**src/rtl/tia_biphase_rx.sv**
```systemverilog
`timescale 1ns/1ps
// tia_biphase_rx
//   Receiver for the TIA two-phase (s1/s2) clock interface. Samples both
//   phases on clk, emits single-clk strobes on accepted rising edges, measures
//   the s1->s1 period to declare lock, counts completed s1->s2 cycles and
//   raises sticky protocol error flags.
// Ports
//   clk          master clock, all state on posedge
//   rstl         asynchronous active-low reset
//   s1, s2       phase inputs, synchronous to clk
//   clr_err      one-clk pulse, clears sticky error flags
//   s1_stb       pulse: s1 rising edge accepted
//   s2_stb       pulse: s2 rising edge accepted
//   locked       phase sequence and period stable
//   cycle_count  completed s1->s2 cycles, wraps at 2^CW
//   err_overlap  sticky: s1 and s2 high in the same sample
//   err_order    sticky: a phase rose out of sequence
//   err_timeout  sticky: no phase edge for TIMEOUT clks
module tia_biphase_rx #(
  parameter int PERIOD  = 4,
  parameter int LOCK_N  = 3,
  parameter int TIMEOUT = 16,
  parameter int CW      = 8
) (
  input  logic          clk,
  input  logic          rstl,
  input  logic          s1,
  input  logic          s2,
  input  logic          clr_err,
  output logic          s1_stb,
  output logic          s2_stb,
  output logic          locked,
  output logic [CW-1:0] cycle_count,
  output logic          err_overlap,
  output logic          err_order,
  output logic          err_timeout
);

  localparam int TW = $clog2(TIMEOUT + 1);
  localparam int GW = $clog2(LOCK_N + 1);

  typedef enum logic [1:0] {WAIT_S1, IN_S1, WAIT_S2, IN_S2} state_t;

  state_t        state, state_nxt, state_eff;
  logic          s1_q, s2_q;
  logic [TW-1:0] per_cnt, per_nxt;
  logic [TW-1:0] idle_cnt, idle_nxt;
  logic [GW-1:0] good_cnt, good_nxt;

  logic s1_rise, s2_rise, any_edge, overlap;
  logic s1_acc, s2_acc, order_evt, cyc_inc, lock_clr, timeout_evt;

  always_comb begin
    s1_rise  = s1 & ~s1_q;
    s2_rise  = s2 & ~s2_q;
    any_edge = (s1 ^ s1_q) | (s2 ^ s2_q);
    overlap  = s1 & s2;

    // Falls are applied before rises so that a phase hand-over in a single
    // sample (s1 falling while s2 rises) is seen as in sequence.
    state_eff = state;
    if (state == IN_S1 && !s1) state_eff = WAIT_S2;
    if (state == IN_S2 && !s2) state_eff = WAIT_S1;

    state_nxt = state;
    s1_acc    = 1'b0;
    s2_acc    = 1'b0;
    order_evt = 1'b0;
    cyc_inc   = 1'b0;
    lock_clr  = 1'b0;

    if (overlap) begin
      lock_clr = 1'b1;
    end else begin
      state_nxt = state_eff;
      if (s1_rise) begin
        s1_acc    = 1'b1;
        state_nxt = IN_S1;
        if (state_eff != WAIT_S1) begin
          order_evt = 1'b1;
          lock_clr  = 1'b1;
        end
      end else if (s2_rise) begin
        s2_acc    = 1'b1;
        state_nxt = IN_S2;
        if (state_eff != WAIT_S2) begin
          order_evt = 1'b1;
          lock_clr  = 1'b1;
        end else begin
          cyc_inc = 1'b1;
        end
      end
    end

    // Idle counter holds at TIMEOUT so the timeout event fires only once.
    timeout_evt = 1'b0;
    if (any_edge) begin
      idle_nxt = '0;
    end else if (idle_cnt != TW'(TIMEOUT)) begin
      idle_nxt = idle_cnt + 1'b1;
      if (idle_cnt == TW'(TIMEOUT - 1)) timeout_evt = 1'b1;
    end else begin
      idle_nxt = idle_cnt;
    end
    if (timeout_evt) begin
      state_nxt = WAIT_S1;
      lock_clr  = 1'b1;
    end

    // Period since the last accepted s1 rise; a value of 0 means no
    // previous rise, which never matches PERIOD.
    good_nxt = good_cnt;
    if (s1_acc) begin
      per_nxt = TW'(1);
      if (!order_evt) begin
        if (per_cnt == TW'(PERIOD)) begin
          if (good_cnt != GW'(LOCK_N)) good_nxt = good_cnt + 1'b1;
        end else begin
          good_nxt = '0;
        end
      end
    end else if (per_cnt != TW'(TIMEOUT)) begin
      per_nxt = per_cnt + 1'b1;
    end else begin
      per_nxt = per_cnt;
    end
    if (lock_clr) good_nxt = '0;
  end

  always_ff @(posedge clk or negedge rstl) begin
    if (!rstl) begin
      state       <= WAIT_S1;
      s1_q        <= 1'b0;
      s2_q        <= 1'b0;
      per_cnt     <= '0;
      idle_cnt    <= '0;
      good_cnt    <= '0;
      s1_stb      <= 1'b0;
      s2_stb      <= 1'b0;
      locked      <= 1'b0;
      cycle_count <= '0;
      err_overlap <= 1'b0;
      err_order   <= 1'b0;
      err_timeout <= 1'b0;
    end else begin
      state       <= state_nxt;
      s1_q        <= s1;
      s2_q        <= s2;
      per_cnt     <= per_nxt;
      idle_cnt    <= idle_nxt;
      good_cnt    <= good_nxt;
      s1_stb      <= s1_acc;
      s2_stb      <= s2_acc;
      locked      <= (good_nxt == GW'(LOCK_N));
      if (cyc_inc) cycle_count <= cycle_count + 1'b1;
      err_overlap <= (err_overlap & ~clr_err) | overlap;
      err_order   <= (err_order   & ~clr_err) | order_evt;
      err_timeout <= (err_timeout & ~clr_err) | timeout_evt;
    end
  end

endmodule

```
**config.mk**
```make
export PLATFORM = sky130hd
export DESIGN_NAME = tia_biphase_rx
export DESIGN_NICKNAME = d
export VERILOG_FILES = /design/src/rtl/tia_biphase_rx.sv
export SDC_FILE = /design/constraint.sdc
export NUM_CORES = 1
export LEC_CHECK = 0
export CAP_MARGIN = 20
export CORE_UTILIZATION = 51
export CTS_CLUSTER_DIAMETER = 80
export DETAILED_ROUTE_END_ITERATION = 10
export PLACE_DENSITY = 0.75
export SLEW_MARGIN = 25
export SYNTH_ARGS = -nofsm -noshare
export SYNTH_HDL_FRONTEND = slang
export SYNTH_SLANG_ARGS = --single-unit
```
**constraint.sdc**
```tcl
create_clock -name clk -period 5 [get_ports clk]
set_clock_uncertainty 0.2 [all_clocks]
set_input_delay 0.5 -clock clk [delete_from_list [all_inputs] [get_ports clk]]
set_output_delay 0.5 -clock clk [all_outputs]
set_load 0.05 [all_outputs]
```
Word level (Yosys, flattened, before mapping)
Cells that the tools add are included.
{"block": "op_classes", "n_addsub": 4, "n_eq_ne": 10, "mux": 34, "bitwise_logic": 15, "reduce_logical": 7}
{"cell": "$mux 2", "n": 11}
{"cell": "$mux 5", "n": 4}
{"cell": "$mux 1", "n": 19}
{"cell": "$add 5x1->5 const B", "n": 2}
{"cell": "$ne 5x5->1 const B", "n": 2}
{"cell": "$add 8x1->8 const B", "n": 1}
{"cell": "$and 1x1->1", "n": 6}
{"cell": "$reduce_bool 2->1", "n": 3}
{"cell": "$eq 5x3->1 const B", "n": 1}
{"cell": "$eq 5x4->1 const B", "n": 1}
{"cell": "$eq 2x2->1 const B", "n": 2}
{"cell": "$ne 2x2->1 const B", "n": 2}
{"cell": "$or 1x1->1", "n": 4}
{"cell": "$not 1->1", "n": 3}
{"cell": "$add 2x1->2 const B", "n": 1}
{"cell": "$eq 2x1->1 const B", "n": 1}
{"cell": "$logic_and 1x1->1", "n": 2}
{"cell": "$logic_not 1->1", "n": 2}
{"cell": "$ne 2x1->1 const B", "n": 1}
{"cell": "$xor 1x1->1", "n": 2}
{"block": "totals", "ff_bits": 30, "inputBits": 5, "out_inout_bits": 14, "wordCells": 83}

Longest topological paths before layout
{"block": "depth", "word_depth": 13, "ltp_mapped": 8, "ltp_nobuf": 7}

Worst setup path after synthesis
OpenSTA, ideal clock, no wires.
{"block": "synth_path", "path_type": "input-to-reg", "from": "input s1", "to": "register good_cnt[1]", "setup_time_ps": 123, "arrival_ps": 1456, "t_required_ps": 4677, "path_slack_ps": 3221, "stages": 7, "path_buffers": 1, "path_cell_list": "ha_1 > buf_2 > and3b_1 > o21ai_0 > o221ai_1 > nand3_1 > nor3_1"}
{"block": "synth_between", "elab_chain_cells": 12, "elab_cells_between_ends": 23, "classes_between": "eq/ne: 1; mux: 15; bitwise: 4; reduce/logical: 3"}
{"element": "start, declared", "line_no": "27", "text": "input logic s1,"}
{"element": "$logic_not 1->1", "line_no": "62", "text": "if (state == IN_S1 && !s1) state_eff = WAIT_S2;"}
{"element": "$logic_and 1x1->1", "line_no": "62"}
{"element": "$mux 2", "line_no": "62"}
{"element": "$mux 2", "line_no": "63", "text": "if (state == IN_S2 && !s2) state_eff = WAIT_S1;"}
{"element": "$ne 2x2->1", "line_no": "86", "text": "if (state_eff != WAIT_S2) begin"}
{"element": "$mux 1", "line_no": "86"}
{"element": "$mux 1", "line_no": "83", "text": "end else if (s2_rise) begin"}
{"element": "$mux 1", "line_no": "76", "text": "if (s1_rise) begin"}
{"element": "$mux 1", "line_no": "72", "text": "if (overlap) begin"}
{"element": "$mux 2", "line_no": "115", "text": "if (!order_evt) begin"}
{"element": "$mux 2", "line_no": "113", "text": "if (s1_acc) begin"}
{"element": "$mux 2 *", "line_no": "127", "text": "if (lock_clr) good_nxt = '0;"}
{"element": "named net good_nxt[1]", "line_no": "48", "text": "logic [GW-1:0] good_cnt, good_nxt;"}
{"element": "end signal, assigned", "line_no": "151", "text": "good_cnt <= good_nxt;"}
{"element": "end, declared", "line_no": "48"}
The timed path passes the listed nets; every way through them passes the cells marked *.
A chain may end at the register's enable or synchronous reset.

Final worst setup path
{"block": "layout_path", "from": "register cycle_count[0]", "to": "output cycle_count[0]"}
{"element": "start, declared", "line_no": "33", "text": "output logic [CW-1:0] cycle_count,"}
{"element": "start signal, assigned", "line_no": "155", "text": "if (cyc_inc) cycle_count <= cycle_count + 1'b1;"}
No word-level cell between the ends.

==> out/results.txt <==
Of the total synthesized cell area, the portion taken by XOR and XNOR cells is 8.92%. Setup repair after global routing left no endpoint under its margin. Of the total synthesized cell area, the portion taken by full adders, half adders and majority gates is 6.80%.

Cells with a size suffix above 1 make up 9.20% of the layout. Setup slack closes at 2.64 ns. Across the VDD grid, the largest voltage drop is 0.310 mV. Measured against its own limit, the worst slew margin works out to 54.8%. The reported leakage power was 0.780 nW. The number of nets handed over by synthesis was 152.

The number of antenna repair diodes is 0. The count of cells along the worst register-to-register path was 5. Final hold analysis gives a worst-case slack of 0.281 ns. The worst setup path is captured at an output port. Setup violations remaining at the end of the flow were counted as 0. The gate family responsible for the most delay along the worst path was buffers and inverters.

Worst hold path cell count: 1. During synthesis, Yosys emitted a total of 0 warnings. The largest total area in the synthesized netlist belongs to dfrtp_1. Detailed routing inserted a total of 1044 vias. In this run, synthesis inferred 0 flip-flops with an integrated enable. The floorplan has 19 rows.

The tool flagged a number of max-cap violations equal to 0. Once the floorplan was initialized, standard cells occupied 53.9% of the core. The run gives 3.01 ns as the slack of the worst reg-to-reg path. Counting flops and latches in the post-synthesis netlist gives 30.

The DRC marker count from the first detailed-route iteration is 17, and the actual transition at the worst max-transition pin is 0.668 ns. The clock passes through at most 2 buffers. The total of fill cells in the finished design came out at 227. The residual antenna-violating net count after detailed routing is 0.

The clock tree synthesis step divided the H-tree into 2 levels. The tools report the number of hold-repair buffers added at the cts stage as 0. On the worst path, the slowest cell contributes a delay of 0.85 ns. The run gives 1950 um as the detailed placer's ending HPWL. The post-synthesis average cell area was 10.6 um2; the number of buffers created by CTS was 5. The final max-slew violation count is 0, and the sum of routed wire length over all layers is 2710 um. The combinational family with the most area after synthesis was simple AND/OR/NAND/NOR gates. Measured against the total synthesized area, the mux share comes to 2.80%.

The worst register-to-register path begins at per_cnt[0]$_DFFE_PN0P_. Post-CTS timing repair inserted 0 buffers for setup. Summed over its instances, the top area cell type makes up 51.0% of the synthesized netlist area.

The prevailing post-synth register cell is dfrtp_1. The timing-limited maximum frequency is 425 MHz. Dividing total power by cell area gives a power density of 405 nW/um2. The post-synthesis compound-gate area fraction came out at 7.05%. The pin count of the biggest net entering global routing came out at 31. Commonest non-fill, non-tap cell in the layout: dfrtp_1. The synthesized netlist devotes 18.8% of its cell area to simple gates. Including well taps, the total number of placed cells is 186. In the routed layout, each cell is associated on average with a via count of 5.38. The clock drives 30 sinks. The worst path needs 2.36 ns of the cycle, external delays included.

Sort of element at the start of the critical path: a flip-flop. The number of remaining DRC errors came out at 0. In the layout the commonest cells are dfrtp_1 (30), clkdlybuf4s50_1 (18), inv_1 (13). Measured along the y axis, the die boundary spans 55.7 um. Data on the critical path is required at its endpoint by 4.30 ns. Combined buffer and inverter count along the critical path: 1. The master cell of the clock root buffer was clkbuf_4.

Gate count after technology mapping: 139. The worst path uses 47.1% of the clock period. The number of top-level pins was 19; the total global routing track utilization was 19.9%. The core region is 2730 um2. Startpoint-to-endpoint class of the critical path: reg -> out.

The run finished with clean final reports. The logs give 0 for the final hold violation count and 0 for the leftover overflow at the end of global routing. Count of unique library cells instantiated by Yosys: 37.

The finished layout holds 194 standard cells, fillers aside. The critical path goes through clkdlybuf4s50_1. The endpoint identified for the worst register-to-register timing path is locked$_DFF_PN0_. After synthesis, the share of flip-flops with an asynchronous set or reset is 100%. The worst min-delay path endpoint is cycle_count[7]$_DFFE_PN0P_. For the number of antenna violations at the first check in global routing, the log shows 0. The first global-routing pass estimated 4680 um of wire. TritonCTS built the clock tree. In this run the most critical hold path is launched from cycle_count[7]$_DFFE_PN0P_. Adding up every negative setup slack in the final design gives 0 ns.

Data on the critical path arrives at its endpoint at 1.66 ns. The net count of the finished layout is 175. The mapped netlist covers 1470 um2. Post-CTS repair changed the size of 0 cells. The final weighted congestion of routability-driven global placement is 0.777. The slowest stage of the critical path belongs to the cell clkdlybuf4s50_1.

At the later pin of the worst-skew pair, clock insertion delay measures 0.33 ns. The die is 55.7 um wide. Clock-pin slew was measured on the worst setup and hold paths at 0.09 ns. In the post-synthesis netlist, the biggest area contributors are dfrtp_1 (51%), ha_1 (6.8%), xnor2_1 (6.5%). The first detailed-routing pass took 4 iterations. The die covers 3110 um2. The tools report the post-placement setup slack as 2.39 ns.

The count of buffers added on input and output ports is 18. Along the worst path, the maximum fanout reaches 6. Number of global-route vias before repair: 1050.

The kind of path behind the tightest hold check is reg -> reg. The detailed-route wire length per cell was 14.0 um. After synthesis, flip-flops and latches occupy 51.0% of the total area. The area added between synthesis and finish came out at 18.4%.
sequential cells by signal, indices dropped and copies added, names as in the netlist, 2 cells and up:
name	count
per_cnt	5
idle_cnt	5
cycle_count	8
state	2
good_cnt	2
power breakdown:
group          switching, W  internal (W)  total [W]
Combinational      0.000130     0.0000915   0.000222
Sequential        0.0000523      0.000283   0.000335
Clock             0.0000816     0.0000680   0.000150
Total              0.000264      0.000443   0.000707
cell usage after synthesis, drive strengths merged (3+ instances only):
cell type  instances
o21ai              6
mux2i              3
ha                 8
nand2             10
xor2               4
nand3              4
inv               14
dfrtp             30
xnor2             11
nor2              10
nor3               5
a21oi              3
nand4              5
area by class of cell:
cell class              count  area [um2]  area share (%)
well taps                  31        38.8            2.23
clock buffers               7        55.1            3.16
flip-flops and latches     30         751            43.1
inverters                  14        52.6            3.02
clock inverters             1        5.00           0.287
multi-input cells          92         653            37.5
repair buffers             19         188            10.8
layer usage:
layer,vias up,routed length (um),track usage [%]
li1,521,-,-
met2,30,1250,31.7
met4,0,37,8.21
met1,487,1280,25.1
met5,-,0,0
met3,6,141,6.28
kinds of logic after synthesis:
kind of cell | Yosys count
AO/OA/AOI/OAI | 17
XOR/XNOR | 15
adder cells (fa/ha/maj) | 8
buffers and inverters | 17
flip-flops | 30
multiplexers | 4
AND/OR/NAND/NOR | 48
stage by stage:
step,total power (W),cell area [um2],util (%)
after global placement,0.000547,1680,61.6
after floorplan,0.000488,1470,-
after detailed placement,0.000563,1680,61.6
final,0.000707,1740,63.8
after CTS,0.000712,1740,63.8
after global routing,0.000753,1740,63.8
worst max-delay path by stage:
stage	slack, ns	end	startpoint	cells past startpoint
finish	2.64	cycle_count[0]	cycle_count[0]$_DFFE_PN0P_	1
global route	2.52	locked$_DFF_PN0_	s1	7
CTS	2.62	cycle_count[0]	cycle_count[0]$_DFFE_PN0P_	1
detailed placement	2.39	cycle_count[1]$_DFFE_PN0P_	s1	5
global placement	2.46	cycle_count[1]$_DFFE_PN0P_	s1	5
floorplan	3.22	good_cnt[1]$_DFF_PN0_	s1	7
No activity file was read; power rests on OpenSTA's default activity.
